<file path="src/rtl/ppe_pkg.sv">
// Shared types and constants for the partial-sum PE datapath.
// The scheduler state encoding lives here so the bench and neighbours agree on it.
package ppe_pkg;

    localparam int WEIGHT_WIDTH = 8;
    localparam int SUM_WIDTH    = 14;

    localparam logic [1:0] OP_WEIGHT        = 2'd0;
    localparam logic [1:0] OP_INPUT         = 2'd1;
    localparam logic [1:0] OP_TIMESTEP_DONE = 2'd2;

    localparam logic [2:0] IMEM_ID = 3'd5;

    typedef enum logic [2:0] {
        IDLE,
        READ,
        DRAIN,
        EMIT,
        REQ,
        WAIT_TS
    } ppe_sched_state_t;

endpackage

</file>
<file path="src/rtl/ppe_mac_acc.sv">
// Binary-input multiply-accumulate: adds the sign-extended weight when the input bit is set.
// Clear has priority over enable.
module ppe_mac_acc #(
    parameter int WEIGHT_WIDTH = 8,
    parameter int SUM_WIDTH    = 14
) (
    input  logic                           clk,
    input  logic                           rst_n,
    input  logic                           clr,
    input  logic                           en,
    input  logic                           in_bit,
    input  logic signed [WEIGHT_WIDTH-1:0] weight,
    output logic signed [SUM_WIDTH-1:0]    acc
);

    logic signed [SUM_WIDTH-1:0] acc_q;
    logic signed [SUM_WIDTH-1:0] acc_d;
    logic signed [SUM_WIDTH-1:0] addend;

    always_comb begin
        addend = '0;
        if (in_bit) begin
            addend = {{(SUM_WIDTH-WEIGHT_WIDTH){weight[WEIGHT_WIDTH-1]}}, weight};
        end
        acc_d = acc_q;
        if (clr) begin
            acc_d = '0;
        end else if (en) begin
            acc_d = acc_q + addend;
        end
    end

    always_ff @(posedge clk or negedge rst_n) begin
        if (!rst_n) begin
            acc_q <= '0;
        end else begin
            acc_q <= acc_d;
        end
    end

    assign acc = acc_q;

endmodule

</file>
<file path="src/rtl/ppe_psum_scheduler.sv">
// Sequences one partial-sum PE: window reads, MAC, round-robin psum emit,
// IMEM row requests and per-timestep row tracking.
module ppe_psum_scheduler #(
    parameter int FILTER_SIZE  = 5,
    parameter int IFMAP_SIZE   = 25,
    parameter int ROWS_PER_TS  = 5,
    parameter int WEIGHT_WIDTH = ppe_pkg::WEIGHT_WIDTH,
    parameter int SUM_WIDTH    = ppe_pkg::SUM_WIDTH
) (
    input  logic                    clk,
    input  logic                    rst_n,
    input  logic                    weights_loaded,
    input  logic                    row_valid,
    output logic                    row_ready,
    output logic                    rd_en,
    output logic [4:0]              i_raddr,
    output logic [2:0]              w_raddr,
    input  logic                    i_rdata,
    input  logic [WEIGHT_WIDTH-1:0] w_rdata,
    output logic                    psum_valid,
    input  logic                    psum_ready,
    output logic [SUM_WIDTH-1:0]    psum_data,
    output logic [2:0]              psum_dest,
    output logic                    imem_req_valid,
    input  logic                    imem_req_ready,
    input  logic                    ts_done,
    output logic [1:0]              timestep,
    output logic                    protocol_err
);
    import ppe_pkg::*;

    localparam int OUT_DIM = IFMAP_SIZE - FILTER_SIZE + 1;

    ppe_sched_state_t state_q, state_d;
    logic [4:0] pos_q, pos_d;
    logic [2:0] k_q, k_d;
    logic [2:0] dest_q, dest_d;
    logic [2:0] rows_q, rows_d;
    logic [1:0] ts_q, ts_d;
    logic       err_q, err_d;
    logic       rd_q;
    logic       acc_clr;
    logic signed [SUM_WIDTH-1:0] acc;

    always_comb begin
        state_d        = state_q;
        pos_d          = pos_q;
        k_d            = k_q;
        dest_d         = dest_q;
        rows_d         = rows_q;
        ts_d           = ts_q;
        err_d          = err_q;
        row_ready      = 1'b0;
        rd_en          = 1'b0;
        psum_valid     = 1'b0;
        imem_req_valid = 1'b0;
        acc_clr        = 1'b0;
        unique case (state_q)
            IDLE: begin
                row_ready = weights_loaded;
                if (row_valid && weights_loaded) begin
                    pos_d   = '0;
                    k_d     = '0;
                    rows_d  = rows_q + 3'd1;
                    state_d = READ;
                end
            end
            READ: begin
                rd_en   = 1'b1;
                acc_clr = (k_q == 3'd0);
                if (k_q == 3'(FILTER_SIZE - 1)) begin
                    k_d     = '0;
                    state_d = DRAIN;
                end else begin
                    k_d = k_q + 3'd1;
                end
            end
            DRAIN: state_d = EMIT;
            EMIT: begin
                psum_valid = 1'b1;
                if (psum_ready) begin
                    dest_d = (dest_q == 3'(FILTER_SIZE - 1)) ? 3'd0 : dest_q + 3'd1;
                    if (pos_q < 5'(OUT_DIM - 1)) begin
                        pos_d   = pos_q + 5'd1;
                        state_d = READ;
                    end else if (rows_q < 3'(ROWS_PER_TS)) begin
                        state_d = REQ;
                    end else begin
                        state_d = WAIT_TS;
                    end
                end
            end
            REQ: begin
                imem_req_valid = 1'b1;
                if (imem_req_ready) begin
                    state_d = IDLE;
                end
            end
            WAIT_TS: begin
                if (ts_done) begin
                    rows_d  = '0;
                    ts_d    = 2'd2;
                    state_d = IDLE;
                end
            end
            default: state_d = IDLE;
        endcase
        // A timestep boundary is only legal once the last row has drained.
        if (ts_done && state_q != WAIT_TS) begin
            err_d = 1'b1;
        end
    end

    always_ff @(posedge clk or negedge rst_n) begin
        if (!rst_n) begin
            state_q <= IDLE;
            pos_q   <= '0;
            k_q     <= '0;
            dest_q  <= '0;
            rows_q  <= '0;
            ts_q    <= 2'd1;
            err_q   <= 1'b0;
            rd_q    <= 1'b0;
        end else begin
            state_q <= state_d;
            pos_q   <= pos_d;
            k_q     <= k_d;
            dest_q  <= dest_d;
            rows_q  <= rows_d;
            ts_q    <= ts_d;
            err_q   <= err_d;
            rd_q    <= rd_en;
        end
    end

    ppe_mac_acc #(
        .WEIGHT_WIDTH(WEIGHT_WIDTH),
        .SUM_WIDTH   (SUM_WIDTH)
    ) u_mac (
        .clk   (clk),
        .rst_n (rst_n),
        .clr   (acc_clr),
        .en    (rd_q),
        .in_bit(i_rdata),
        .weight(w_rdata),
        .acc   (acc)
    );

    assign i_raddr      = (state_q == READ) ? pos_q + {2'b00, k_q} : 5'd0;
    assign w_raddr      = (state_q == READ) ? k_q : 3'd0;
    assign psum_data    = acc;
    assign psum_dest    = dest_q;
    assign timestep     = ts_q;
    assign protocol_err = err_q;

endmodule

</file>
<file path="config.mk">
export PLATFORM = sky130hd
export DESIGN_NAME = ppe_psum_scheduler
export DESIGN_NICKNAME = d
export VERILOG_FILES = /design/src/rtl/ppe_pkg.sv /design/src/rtl/ppe_mac_acc.sv /design/src/rtl/ppe_psum_scheduler.sv
export SDC_FILE = /design/constraint.sdc
export NUM_CORES = 1
export LEC_CHECK = 0
export ABC_CLOCK_PERIOD_IN_PS = 4400
export CAP_MARGIN = 20
export CELL_PAD_IN_SITES_DETAIL_PLACEMENT = 1
export CELL_PAD_IN_SITES_GLOBAL_PLACEMENT = 1
export CORE_MARGIN = 1
export CORE_UTILIZATION = 35
export DETAILED_ROUTE_END_ITERATION = 7
export HOLD_SLACK_MARGIN = 0.06
export PLACE_DENSITY = 0.7
export SETUP_SLACK_MARGIN = 0.1
export SLEW_MARGIN = 20
export SYNTH_ARGS = -nofsm -noshare
export SYNTH_HDL_FRONTEND = slang
export SYNTH_SLANG_ARGS = --single-unit
</file>
<file path="constraint.sdc">
create_clock -name clk -period 4.4 [get_ports clk]
set_clock_uncertainty 0.2 [all_clocks]
set_input_delay 1.32 -clock clk [delete_from_list [all_inputs] [get_ports clk]]
set_output_delay 1.32 -clock clk [all_outputs]
set_load 0.005 [all_outputs]
</file>
==> reports/metrics.csv <==
metric,value,unit
"most common cell after layout, fill and taps aside",clkdlybuf4s50_1,
final instance area,0.00316,mm^2
drt pass-1 iters,4,
worst path arrival time,2570,ps
drt wl/cell,15.4,um
Yosys reg bits,35,
Chip Height,87.7,um
GRT Residual Overflow,0,
vias after detailed routing,2230,
slew margin rel.,44.5,%
antenna violations before repair,0,
Vias/cell,5.28,
GRT Total Usage,18.7,%
final wirelength,6.51,mm
cts hold-fix bufs,0,
status,"finished, final reports clean",
DRC Markers,0,
"slowest stage cell, crit path",clkdlybuf4s50_1,
mapped cell area,0.00257,mm^2
Sw Pwr,771,uW
TritonCTS clock tree,built,
Pint,1.04,mW
Rows,30,
commonest register cell after synthesis,dfrtp_1,
Max-cap violations,0,
clk slew on worst S/H paths,70,ps
First DRT Iteration DRCs,44,
layout filler cell count,813,
Most Frequent Cell on Critical Path,clkdlybuf4s50_1,
synth-to-layout area growth,23.2,%
Clock Tree Buf Depth,2,
Worst Path Required,2880,ps
sequential power share,34.4,%
"Hold Violations, Final",0,
Syn. warnings,0,
cts bufs inserted,5,
"critical path fanouts, max",2,
Starting Density,37.0,%
maximum VDD drop,0.207,mV
RSZ-0062 raised after global routing,no,
count of clock tree sinks,35,
Synth Instances,281,
Crit Path Class,in2out,
sw frac,42.5,%
critical path's largest stage delay,550,ps
layout cells sized above 1,8.59,%
worst min path class,reg2reg,
post-CTS setup buffer count,0,
die area,0.00768,mm^2
number of H-tree levels,2,
Clock Latency Late Sink,300,ps
syn avg cell area,9.14,um^2
Placer Congestion,0.798,
power per cell area,574,mW/mm^2
Finish-stage setup viols,0,
core box area,0.00694,mm^2
post-synth cell types,62,
most frequent cells in the layout,"clkdlybuf4s50_1, dfrtp_1, nor2_1",
Post-DP Area,0.00307,mm^2
Leak,1.40,nW
Critical Path Start Type,primary input,
hpwl dp,4.81,mm
diode count,0,
worst slew pin tran,832,ps
minimum clock period,4090,ps
Setup crit end kind,output pin,
vias in the first global route,2266,
sequential element share of the synthesized area,34.2,%
I/O Buffers,47,
hold slack final,281,ps
Detail Route Antenna Nets,0,
CP top delay family,buffers and inverters,
I/O Pins,48,
Die Wd,87.7,um
largest net degree at the start of global routing,36,
Root Buffer Master,clkbuf_8,
setup_tns,0,ps
Post-synth ARST share,100,%
max frequency,0.245,GHz
post-CTS sizing,0,
Post-synth EDFFs,0,
"Core Util, Final",45.5,%
first-pass GRT wire length,11.0,mm
Clock Power Share,13.2,%
nets,360,
Gate power share,52.4,%
crit share post-route,92.9,%
CP cell instances,clkdlybuf4s50_1 -> nor4b_2 -> clkdlybuf4s50_1,
syn_nets,316,
CP Buf/Inv Count,2,
Slew Limit Fails,0,
## Yosys cell counts, types with 2 or more instances
cell type | instances | area (um^2)
dfrtp_1 | 34 | 851
nor2_1 | 31 | 116
nand2_1 | 21 | 78.8
o21ai_0 | 21 | 105
ha_1 | 17 | 213
inv_1 | 13 | 48.8
a21oi_1 | 12 | 60.1
and2_1 | 12 | 75.1
mux2i_1 | 9 | 90.1
nor3_1 | 7 | 35.0
nand2b_1 | 6 | 37.5
nand4_1 | 6 | 37.5
nor2b_1 | 5 | 31.3
xnor2_1 | 5 | 43.8
a211oi_1 | 4 | 30.0
a21o_1 | 4 | 30.0
buf_2 | 4 | 20.0
o211ai_1 | 4 | 30.0
o31ai_1 | 4 | 30.0
and3_1 | 3 | 18.8
buf_4 | 3 | 22.5
nand3_1 | 3 | 15.0
o2bb2ai_1 | 3 | 26.3
a22o_1 | 2 | 17.5
a31oi_1 | 2 | 12.5
clkbuf_8 | 2 | 27.5
fa_1 | 2 | 40.0
mux2_2 | 2 | 22.5
nand3b_1 | 2 | 15.0
nor3b_2 | 2 | 25.0
nor4_1 | 2 | 12.5
o21a_1 | 2 | 15.0
or2_2 | 2 | 12.5
xor2_1 | 2 | 17.5
## power groups by stage
| stage | clock network [mW] | logic [mW] | registers [mW] |
|---|---|---|---|
| after floorplan | 0 | 0.680 | 0.550 |
| final | 0.239 | 0.951 | 0.625 |
| after global routing | 0.259 | 1.08 | 0.654 |
| after CTS | 0.250 | 0.965 | 0.626 |
| after global placement | 0 | 0.926 | 0.625 |
| after detailed placement | 0 | 0.957 | 0.631 |
## sequential cells by signal, summed over array words and instances (netlist names)
signal / count
rd_q: 1
k_q: 3
timestep: 2
protocol_err: 1
rows_q: 3
pos_q: 5
u_mac.acc: 14
state_q: 3
psum_dest: 3
## metrics by stage
step	worst slack, ps	instances	power [mW]
global placement	267	414	1.55
global route	233	422	1.99
floorplan	989	281	1.23
detailed placement	198	414	1.59
finish	312	422	1.81
CTS	180	422	1.84
## final timing paths
| kind | start | to | depth (start not counted) | slack (ps) |
|---|---|---|---|---|
| hold reg to reg | timestep[1] | timestep[1] | 1 | 280 |
| hold / removal | timestep[1] | timestep[1] | 1 | 280 |
| setup / recovery | weights_loaded | row_ready | 3 | 310 |
| setup reg to reg | u_mac.acc[0] | u_mac.acc[10] | 9 | 1940 |
| max in group asynchronous | rst_n | u_mac.acc[11] | 1 | 2550 |
| min in group asynchronous | rst_n | u_mac.acc[3] | 1 | 920 |
## cell families after synthesis
logic type	after synthesis	share of synthesized area (%)
adder cells (fa/ha/maj)	19	9.84
buffers and inverters	25	5.41
AO/OA/AOI/OAI	73	21.1
flip-flops	35	34.2
AND/OR/NAND/NOR	111	22.8
XOR/XNOR	7	2.39
multiplexers	11	4.39
## metal layers
layer | vias to the layer above | wire length, um | track usage [%]
li1 | 1089 | - | -
met3 | 7 | 174 | 3.02
met2 | 39 | 3260 | 32.6
met4 | 0 | 89 | 5.96
met5 | - | 0 | 0
met1 | 1095 | 2990 | 23.7
## cell type report
cell class	count	area [um^2]	area share (%)
Clock buffer	6	72.6	2.29
Clock inverter	2	12.5	0.396
Tap cell	96	120	3.80
Timing Repair Buffer	47	465	14.7
Sequential cell	35	877	27.7
Inverter	15	57.6	1.82
Multi-Input combinational cell	221	1560	49.2
## worst register-to-register path, cell delays in order (launching register included)
cell and delay (ps):
dfrtp_1 400, ha_1 220, inv_1 70, fa_1 180, nor2b_1 70, o31a_1 310
o41ai_4 350, mux2i_1 310, o211ai_1 110, o31ai_1 120
Power figures use the tool's default switching activity.
